[config.mk]
export PLATFORM = sky130hd
export DESIGN_NAME = master_port_flat
export DESIGN_NICKNAME = d
export VERILOG_FILES = /design/src/rtl/master_port_if.sv /design/src/rtl/master_port.sv /design/src/flat_wrapper.sv
export SDC_FILE = /design/constraint.sdc
export NUM_CORES = 1
export LEC_CHECK = 0
export ABC_AREA = 1
export CAP_MARGIN = 25
export CORE_MARGIN = 2
export CORE_UTILIZATION = 45
export DETAILED_ROUTE_END_ITERATION = 12
export PLACE_DENSITY = 0.68
export SYNTH_ARGS = -nofsm -noshare
export SYNTH_HDL_FRONTEND = slang
export SYNTH_SLANG_ARGS = --single-unit
[constraint.sdc]
create_clock -name clk -period 2.4 [get_ports clk]
set_input_delay 0.72 -clock clk [delete_from_list [all_inputs] [get_ports clk]]
set_output_delay 0.72 -clock clk [all_outputs]
set_load 0.01 [all_outputs]
[src/rtl/master_port_if.sv]
// Serial system bus bundle seen from a master port: the parallel device request
// side plus the bit-serial link to the arbiter and slave ports.
interface master_port_if #(
  parameter int ADDR_WIDTH = 12,
  parameter int DATA_WIDTH = 8
);
  logic                  dvalid;
  logic                  dmode;
  logic [ADDR_WIDTH-1:0] daddr;
  logic [DATA_WIDTH-1:0] dwdata;
  logic                  dready;
  logic [DATA_WIDTH-1:0] drdata;
  logic                  ddone;
  logic                  derr;
  logic                  mbreq;
  logic                  mbgrant;
  logic                  mwdata;
  logic                  mmode;
  logic                  mvalid;
  logic                  mrdata;
  logic                  svalid;
  logic                  sready;
  logic                  ssplit;

  // The master port itself drives the request status and the serial outputs.
  modport master (
    input  dvalid, dmode, daddr, dwdata, mbgrant, mrdata, svalid, sready, ssplit,
    output dready, drdata, ddone, derr, mbreq, mwdata, mmode, mvalid
  );

  modport slave (
    output dvalid, dmode, daddr, dwdata, mbgrant, mrdata, svalid, sready, ssplit,
    input  dready, drdata, ddone, derr, mbreq, mwdata, mmode, mvalid
  );
endinterface

[src/rtl/master_port.sv]
// Serial bus initiator: takes one parallel request, arbitrates for the bus,
// shifts address/write data out LSB first and collects serial read data.
module master_port #(
  parameter int ADDR_WIDTH = 12,
  parameter int DATA_WIDTH = 8,
  parameter int TIMEOUT    = 64
) (
  input  logic         clk,
  input  logic         rst,
  master_port_if.master bus
);

  localparam int MAX_W = (ADDR_WIDTH > DATA_WIDTH) ? ADDR_WIDTH : DATA_WIDTH;
  localparam int CNT_W = $clog2(MAX_W + 1);
  localparam int TO_W  = $clog2(TIMEOUT + 1);
  localparam logic [CNT_W-1:0] LAST_A = CNT_W'(ADDR_WIDTH - 1);
  localparam logic [CNT_W-1:0] LAST_D = CNT_W'(DATA_WIDTH - 1);
  localparam logic [TO_W-1:0]  LAST_T = TO_W'(TIMEOUT - 1);

  typedef enum logic [2:0] {
    ST_IDLE  = 3'd0,
    ST_REQ   = 3'd1,
    ST_ADDR  = 3'd2,
    ST_WDATA = 3'd3,
    ST_RWAIT = 3'd4,
    ST_DONE  = 3'd5
  } state_t;

  state_t                state_r, state_s;
  logic                  mode_r, mode_s;
  logic [ADDR_WIDTH-1:0] addr_r, addr_s;
  logic [DATA_WIDTH-1:0] wdata_r, wdata_s;
  logic [DATA_WIDTH-2:0] rdsh_r, rdsh_s;
  logic [CNT_W-1:0]      cnt_r, cnt_s;
  logic [TO_W-1:0]       tcnt_r, tcnt_s;
  logic                  dready_r, dready_s;
  logic [DATA_WIDTH-1:0] drdata_r, drdata_s;
  logic                  ddone_r, ddone_s;
  logic                  derr_r, derr_s;
  logic                  mbreq_r, mbreq_s;
  logic                  mwdata_r, mwdata_s;
  logic                  mmode_r, mmode_s;
  logic                  mvalid_r, mvalid_s;

  // Next-state and next-output logic; serial outputs default to idle (mwdata=0).
  always_comb begin
    state_s  = state_r;
    mode_s   = mode_r;
    addr_s   = addr_r;
    wdata_s  = wdata_r;
    rdsh_s   = rdsh_r;
    cnt_s    = cnt_r;
    tcnt_s   = tcnt_r;
    dready_s = dready_r;
    drdata_s = drdata_r;
    ddone_s  = 1'b0;
    derr_s   = 1'b0;
    mbreq_s  = mbreq_r;
    mwdata_s = 1'b0;
    mmode_s  = mmode_r;
    mvalid_s = 1'b0;
    case (state_r)
      ST_IDLE: begin
        dready_s = 1'b1;
        if (bus.dvalid) begin
          mode_s   = bus.dmode;
          addr_s   = bus.daddr;
          wdata_s  = bus.dwdata;
          rdsh_s   = '0;
          cnt_s    = '0;
          tcnt_s   = '0;
          dready_s = 1'b0;
          mbreq_s  = 1'b1;
          state_s  = ST_REQ;
        end else begin
          state_s  = ST_IDLE;
        end
      end
      ST_REQ: begin
        mbreq_s = 1'b1;
        if (bus.mbgrant && bus.sready) begin
          state_s  = ST_ADDR;
          mmode_s  = mode_r;
          mvalid_s = 1'b1;
          mwdata_s = addr_r[0];
          addr_s   = {1'b0, addr_r[ADDR_WIDTH-1:1]};
          cnt_s    = '0;
        end else begin
          state_s  = ST_REQ;
        end
      end
      // cnt_r indexes the bit currently on the wire; the last one decides the exit.
      ST_ADDR: begin
        if (cnt_r == LAST_A) begin
          cnt_s = '0;
          if (mode_r) begin
            state_s  = ST_WDATA;
            mvalid_s = 1'b1;
            mwdata_s = wdata_r[0];
            wdata_s  = {1'b0, wdata_r[DATA_WIDTH-1:1]};
          end else begin
            state_s  = ST_RWAIT;
            tcnt_s   = '0;
          end
        end else begin
          cnt_s    = cnt_r + CNT_W'(1);
          mvalid_s = 1'b1;
          mwdata_s = addr_r[0];
          addr_s   = {1'b0, addr_r[ADDR_WIDTH-1:1]};
        end
      end
      ST_WDATA: begin
        if (cnt_r == LAST_D) begin
          cnt_s   = '0;
          state_s = ST_DONE;
          ddone_s = 1'b1;
          mbreq_s = 1'b0;
          mmode_s = 1'b0;
        end else begin
          cnt_s    = cnt_r + CNT_W'(1);
          mvalid_s = 1'b1;
          mwdata_s = wdata_r[0];
          wdata_s  = {1'b0, wdata_r[DATA_WIDTH-1:1]};
        end
      end
      // Read bits shift in from the top so the first bit lands in bit 0.
      ST_RWAIT: begin
        if (bus.svalid) begin
          tcnt_s = '0;
          if (cnt_r == LAST_D) begin
            drdata_s = {bus.mrdata, rdsh_r};
            state_s  = ST_DONE;
            ddone_s  = 1'b1;
            mbreq_s  = 1'b0;
            mmode_s  = 1'b0;
          end else begin
            rdsh_s   = {bus.mrdata, rdsh_r[DATA_WIDTH-2:1]};
            cnt_s    = cnt_r + CNT_W'(1);
          end
        end else if (bus.ssplit) begin
          tcnt_s = tcnt_r;
        end else if (tcnt_r == LAST_T) begin
          state_s = ST_DONE;
          ddone_s = 1'b1;
          derr_s  = 1'b1;
          mbreq_s = 1'b0;
          mmode_s = 1'b0;
        end else begin
          tcnt_s  = tcnt_r + TO_W'(1);
        end
      end
      ST_DONE: begin
        state_s  = ST_IDLE;
        dready_s = 1'b1;
        mbreq_s  = 1'b0;
        mmode_s  = 1'b0;
      end
      default: begin
        state_s  = ST_IDLE;
        dready_s = 1'b1;
        mbreq_s  = 1'b0;
        mmode_s  = 1'b0;
      end
    endcase
  end

  // State, datapath and registered outputs with synchronous reset.
  always_ff @(posedge clk) begin
    if (rst) begin
      state_r  <= ST_IDLE;
      mode_r   <= 1'b0;
      addr_r   <= '0;
      wdata_r  <= '0;
      rdsh_r   <= '0;
      cnt_r    <= '0;
      tcnt_r   <= '0;
      dready_r <= 1'b1;
      drdata_r <= '0;
      ddone_r  <= 1'b0;
      derr_r   <= 1'b0;
      mbreq_r  <= 1'b0;
      mwdata_r <= 1'b0;
      mmode_r  <= 1'b0;
      mvalid_r <= 1'b0;
    end else begin
      state_r  <= state_s;
      mode_r   <= mode_s;
      addr_r   <= addr_s;
      wdata_r  <= wdata_s;
      rdsh_r   <= rdsh_s;
      cnt_r    <= cnt_s;
      tcnt_r   <= tcnt_s;
      dready_r <= dready_s;
      drdata_r <= drdata_s;
      ddone_r  <= ddone_s;
      derr_r   <= derr_s;
      mbreq_r  <= mbreq_s;
      mwdata_r <= mwdata_s;
      mmode_r  <= mmode_s;
      mvalid_r <= mvalid_s;
    end
  end

  assign bus.dready = dready_r;
  assign bus.drdata = drdata_r;
  assign bus.ddone  = ddone_r;
  assign bus.derr   = derr_r;
  assign bus.mbreq  = mbreq_r;
  assign bus.mwdata = mwdata_r;
  assign bus.mmode  = mmode_r;
  assign bus.mvalid = mvalid_r;

endmodule
[src/flat_wrapper.sv]
// flat-port wrapper written by rule: the top's interface ports become plain ports
module master_port_flat 
#(
  parameter int ADDR_WIDTH = 12,
  parameter int DATA_WIDTH = 8,
  parameter int TIMEOUT    = 64
)
  (clk, rst, bus_dvalid, bus_dmode, bus_daddr, bus_dwdata, bus_mbgrant, bus_mrdata, bus_svalid, bus_sready, bus_ssplit, bus_dready, bus_drdata, bus_ddone, bus_derr, bus_mbreq, bus_mwdata, bus_mmode, bus_mvalid);
  master_port_if #(.ADDR_WIDTH(ADDR_WIDTH), .DATA_WIDTH(DATA_WIDTH)) bus_i ();
  input  logic clk;
  input  logic rst;
  input wire logic [$bits(bus_i.dvalid)-1:0] bus_dvalid;
  input wire logic [$bits(bus_i.dmode)-1:0] bus_dmode;
  input wire logic [$bits(bus_i.daddr)-1:0] bus_daddr;
  input wire logic [$bits(bus_i.dwdata)-1:0] bus_dwdata;
  input wire logic [$bits(bus_i.mbgrant)-1:0] bus_mbgrant;
  input wire logic [$bits(bus_i.mrdata)-1:0] bus_mrdata;
  input wire logic [$bits(bus_i.svalid)-1:0] bus_svalid;
  input wire logic [$bits(bus_i.sready)-1:0] bus_sready;
  input wire logic [$bits(bus_i.ssplit)-1:0] bus_ssplit;
  output wire logic [$bits(bus_i.dready)-1:0] bus_dready;
  output wire logic [$bits(bus_i.drdata)-1:0] bus_drdata;
  output wire logic [$bits(bus_i.ddone)-1:0] bus_ddone;
  output wire logic [$bits(bus_i.derr)-1:0] bus_derr;
  output wire logic [$bits(bus_i.mbreq)-1:0] bus_mbreq;
  output wire logic [$bits(bus_i.mwdata)-1:0] bus_mwdata;
  output wire logic [$bits(bus_i.mmode)-1:0] bus_mmode;
  output wire logic [$bits(bus_i.mvalid)-1:0] bus_mvalid;
  assign bus_i.dvalid = bus_dvalid;
  assign bus_i.dmode = bus_dmode;
  assign bus_i.daddr = bus_daddr;
  assign bus_i.dwdata = bus_dwdata;
  assign bus_i.mbgrant = bus_mbgrant;
  assign bus_i.mrdata = bus_mrdata;
  assign bus_i.svalid = bus_svalid;
  assign bus_i.sready = bus_sready;
  assign bus_i.ssplit = bus_ssplit;
  assign bus_dready = bus_i.dready;
  assign bus_drdata = bus_i.drdata;
  assign bus_ddone = bus_i.ddone;
  assign bus_derr = bus_i.derr;
  assign bus_mbreq = bus_i.mbreq;
  assign bus_mwdata = bus_i.mwdata;
  assign bus_mmode = bus_i.mmode;
  assign bus_mvalid = bus_i.mvalid;
  master_port #(.ADDR_WIDTH(ADDR_WIDTH), .DATA_WIDTH(DATA_WIDTH), .TIMEOUT(TIMEOUT)) u_core (.clk(clk), .rst(rst), .bus(bus_i));
endmodule
Yosys cells after proc, flatten, opt, wreduce, memory -nomap -nowiden. Index checks and enable logic that the tools add are counted.

Output and inout bits: 15. Input port bits: 29. Bits in registers: 57. Word-level logic and storage cells: 121.

Equal/unequal tests: 19. Reduce and logical (&&, ||, !) cells: 20. Bitwise logic cells: 3. Mux-type cells: 62. Add/sub/neg operators: 2.

Operators by type and width (count): two-way mux 7 bit (8); two-way mux 12 bit (3); case mux 12 bit (3 select lines) (1); two-way mux 8 bit (4); two-way mux 4 bit (6); case mux 8 bit (3 select lines) (1); two-way mux 1 bit (22); case mux 7 bit (3 select lines) (1); case mux 4 bit (5 select lines) (1); two-way mux 3 bit (6); AND reduction 4 bit (4); case mux 3 bit (5 select lines) (1); case mux 7 bit (2 select lines) (1); != test 2 bit, second input constant (6); AND reduction 5 bit (2); nonzero test 3 bit (3); adder 7 x 1 -> 7 bit, second input constant (1); equality test 7 x 6 -> 1 bit, second input constant (1); equality test 3 x 2 -> 1 bit, second input constant (2); != test 2 x 1 -> 1 bit, second input constant (3); != test 3 bit, second input constant (2); case mux 1 bit (3 select lines) (2); AND reduction 3 bit (2); AND reduction 6 bit (1); 19 further kinds (22).

Longest topological paths before layout.
Depth in word-level cells: 5. Gate-level depth with buffers: 11. Depth with buffers taken out: 11.

Worst setup path before layout. No wires, ideal clock.

Path kind: input port to flip-flop. Start: in rst. End: reg u_core.tcnt_r[3]. Setup time: 109 ps. Data required time: 2291 ps. Slack: 807 ps. Arrival time: 1484 ps. Stages: 7. Buffers on the path: 2. Path through: clkbuf_1 inv_1 clkbuf_1 nand2_1 nand2_1 nand2_1 inv_1.

RTL lines: start: declaration (line flat_wrapper.sv:11) `input logic rst;`; end signal: assignment (line master_port.sv:192) `tcnt_r <= tcnt_s;`; end: declaration (line master_port.sv:35) `logic [TO_W-1:0] tcnt_r, tcnt_s;`.

Worst setup path in the final report.
Start: reg u_core.mmode_r (netlist: u_core.bus.mmode). End: out bus_mmode.

RTL lines: start: declaration (line master_port.sv:42) `logic mmode_r, mmode_s;`; start signal: assignment (line master_port.sv:199) `mmode_r <= mmode_s;`; end: declaration (line flat_wrapper.sv:27) `output wire logic [$bits(bus_i.mmode)-1:0] bus_mmode;`.

No word-level cell between the ends.

==> impl_metrics.yaml <==
synth:
  synthTopCellsByCount: "125 x nand2_1, 93 x nor2_1, 57 x dfxtp_1"
  synth.most_common_cell: "nand2_1"
  synth_top_area_share_pct: 39.1
  synth.area.top_cells: "dfxtp_1 39%, nand2_1 16%, nor2_1 12%, o21ai_0 7.5%, nand3_1 4.8%"
  yosysWarnings: 0
  synthArstFlopShare_pct: 0
  netlist_area_sq_um: 2920
  syn-num-nets: 480
  synth.distinct_cells: 30
  ys_ff_latch: 57
  ys_seq_area_share_pct: 39.1
  synth_edf_count: 0
  avgSynthCellArea_sq_um: 6.50
  synth_flop_cell: "dfxtp_1"
  synthCells: 449
  yosys.area.top_type: "dfxtp_1"
drt:
  vias_per_cell: 5.05
  wl_per_cell_microns: 11.8
  vias: 2919
  drcViolationCount: 0
  wirelength_microns: 6800
  drt_iter0_markers: 171
  drtPass1Iterations: 4
  drt.antenna.violating_nets: 0
sta:
  period_minus_slack_ps: 1970
  max_clock_freq_mhz: 506
  tightest_slew_ps: 495
  finalSetupViolCount: 0
  period_share_pct: 82.3
  rsz0062_at_grt: "no"
  hold_ws_ps: 483
  tns_ps: 0
  relSlewSlack_pct: 66.9
  finalHoldViolCount: 0
  final.setup.worst_slack_ps: 426
  finalMaxSlewViolations: 0
  clock_skew_ps: 7.16
finish:
  drive_gt1_share_pct: 9.18
  fin_nets: 527
  area_delta_synth_final_pct: 24.8
  register_area_sq_um: 1140
  multiInputGateArea_sq_um: 1570
  num-fill-cells: 663
  diodes: 0
critical_path:
  r2r_end: "u_core.addr_r[2]$_SDFFE_PP0P_"
  cpPeakStageDelay_ps: 550
  criticalPathCategory: "reg2out"
  crit_start: "u_core.bus.mmode$_SDFFE_PP0P_"
  end_kind: "primary output"
  r2r_start: "u_core.state_r[2]$_SDFFE_PP0P_"
  crit_cells: 1
  cp.arrival_ps: 1250
  slowest_stage: "clkdlybuf4s50_1"
  cp_num_buf_inv: 1
  worstPathRequired_ps: 1680
  critical-path-top-delay-family: "buffers and inverters"
  r2r_slack_ps: 500
  start_kind: "flop"
  critPathMaxFanout: 3
  crit_chain: "clkdlybuf4s50_1"
  endpoint: "bus_mmode"
  reg2regPathDepth: 9
placement:
  portBuffers: 43
  place_congestion: 0.911
  place_hpwl_microns: 4860
  place_ws_ps: 130
cts:
  cts.sinks: 57
  cts_resized: 0
  path_clk_slew_ps: 60
  cts_htree_levels: 3
  clock-root-buffer: "clkbuf_8"
  tritoncts: "done"
  hold_buffers: 0
  clk_path_buf_depth: 2
  numCtsBuffers: 9
  postCtsSetupRepairBufs: 0
  clkLatencyLatePin_ps: 340
floorplanning:
  dieHeight_microns: 84.5
  io_pins: 44
  die_area_sq_um: 7150
  die_width_microns: 84.5
  rows: 29
  coreArea_sq_um: 6310
  initial_core_util_pct: 46.2
global_route:
  grt_pass1_vias: 2696
  antenna_found_initial: 0
  grtUsageTotal_pct: 20.0
  grt_max_degree: 41
  gr-total-overflow: 0
  grt_first_pass_wirelength_microns: 11800
pwr:
  leakage_nw: 1.65
  cellPowerDensity_nw_per_um2: 769
  peakVddDrop_uv: 434
worst_hold_path:
  hold_path.class: "reg2reg"
status:
  outcome: "finished clean"
run:
  maxCapViolCount: 0
## metrics by stage
step                      area, sq um  utilization, %  power [mW]  std cells
after detailed placement         3410            54.1        1.80        562
final                            3640            57.7        2.80        578
after floorplan                  2920               -        1.63        449
after global placement           3410            54.1        1.79        562
after CTS                        3640            57.7        2.83        578
after global routing             3640            57.7        2.97        578
## cells in the final DEF (no fill, tap or decap), types with 4 or more instances in the layout
cell / synthesis / routed
inv_1: 32 / 32
clkbuf_8: 0 / 11
nand2_2: 4 / 4
inv_2: 4 / 4
o21ai_0: 44 / 44
clkdlybuf4s50_1: 0 / 43
a21oi_1: 13 / 13
nand2_1: 125 / 125
dfxtp_1: 57 / 57
buf_4: 2 / 5
nand2_4: 4 / 4
nand3_1: 28 / 28
nor2_1: 93 / 93
nand4_1: 8 / 8
## metal layers
layer | track usage, % | up-vias | routed length, microns
li1 | - | 1523 | -
met1 | 25.7 | 1320 | 3170
met2 | 31.9 | 65 | 3200
met3 | 5.80 | 11 | 338
met4 | 7.50 | 0 | 94
met5 | 0 | - | 0
## how the worst min path moves through the flow
| stage | cells past startpoint | slack (ps) | from | end |
|---|---|---|---|---|
| floorplan | 2 | 460 | u_core.wdata_r[0]$_SDFFE_PP0P_ | u_core.wdata_r[0]$_SDFFE_PP0P_ |
| global placement | 2 | 470 | u_core.wdata_r[7]$_SDFFE_PP0P_ | u_core.wdata_r[7]$_SDFFE_PP0P_ |
| detailed placement | 2 | 470 | u_core.wdata_r[7]$_SDFFE_PP0P_ | u_core.wdata_r[7]$_SDFFE_PP0P_ |
| CTS | 2 | 490 | u_core.bus.drdata[6]$_SDFFE_PP0P_ | u_core.bus.drdata[6]$_SDFFE_PP0P_ |
| global route | 2 | 510 | u_core.wdata_r[7]$_SDFFE_PP0P_ | u_core.wdata_r[7]$_SDFFE_PP0P_ |
| finish | 2 | 480 | u_core.bus.drdata[3]$_SDFFE_PP0P_ | u_core.bus.drdata[3]$_SDFFE_PP0P_ |
## state kept, by name, summed over array words and instances, names as in the netlist, 3 cells and up
register	cells
u_core.addr_r	12
u_core.bus.drdata	8
u_core.wdata_r	8
u_core.rdsh_r	7
u_core.tcnt_r	7
u_core.cnt_r	4
u_core.state_r	3
## cell families after synthesis
| kind of cell | Yosys count | synth area share (%) |
|---|---|---|
| compound gates | 64 | 11.7 |
| flops | 57 | 39.1 |
| simple gates | 276 | 40.8 |
| buf+inv | 49 | 7.24 |
| xor+xnor | 1 | 0.300 |
| fa+ha+maj | 2 | 0.857 |
## final cells by class
class	count	area share [%]
clock buffer	11	4.16
clock inverter	5	2.13
inverter	37	3.88
multi-input combinational	343	43.0
sequential	57	31.3
tap	77	2.65
timing repair buffer	48	12.8
## power breakdown
group          internal, mW  switching [mW]  total (mW)
sequential             1.07          0.0737        1.14
combinational         0.241           0.404       0.645
clock                 0.637           0.380        1.02
total                  1.94           0.857        2.80
No activity file was read; power rests on OpenSTA's default activity.
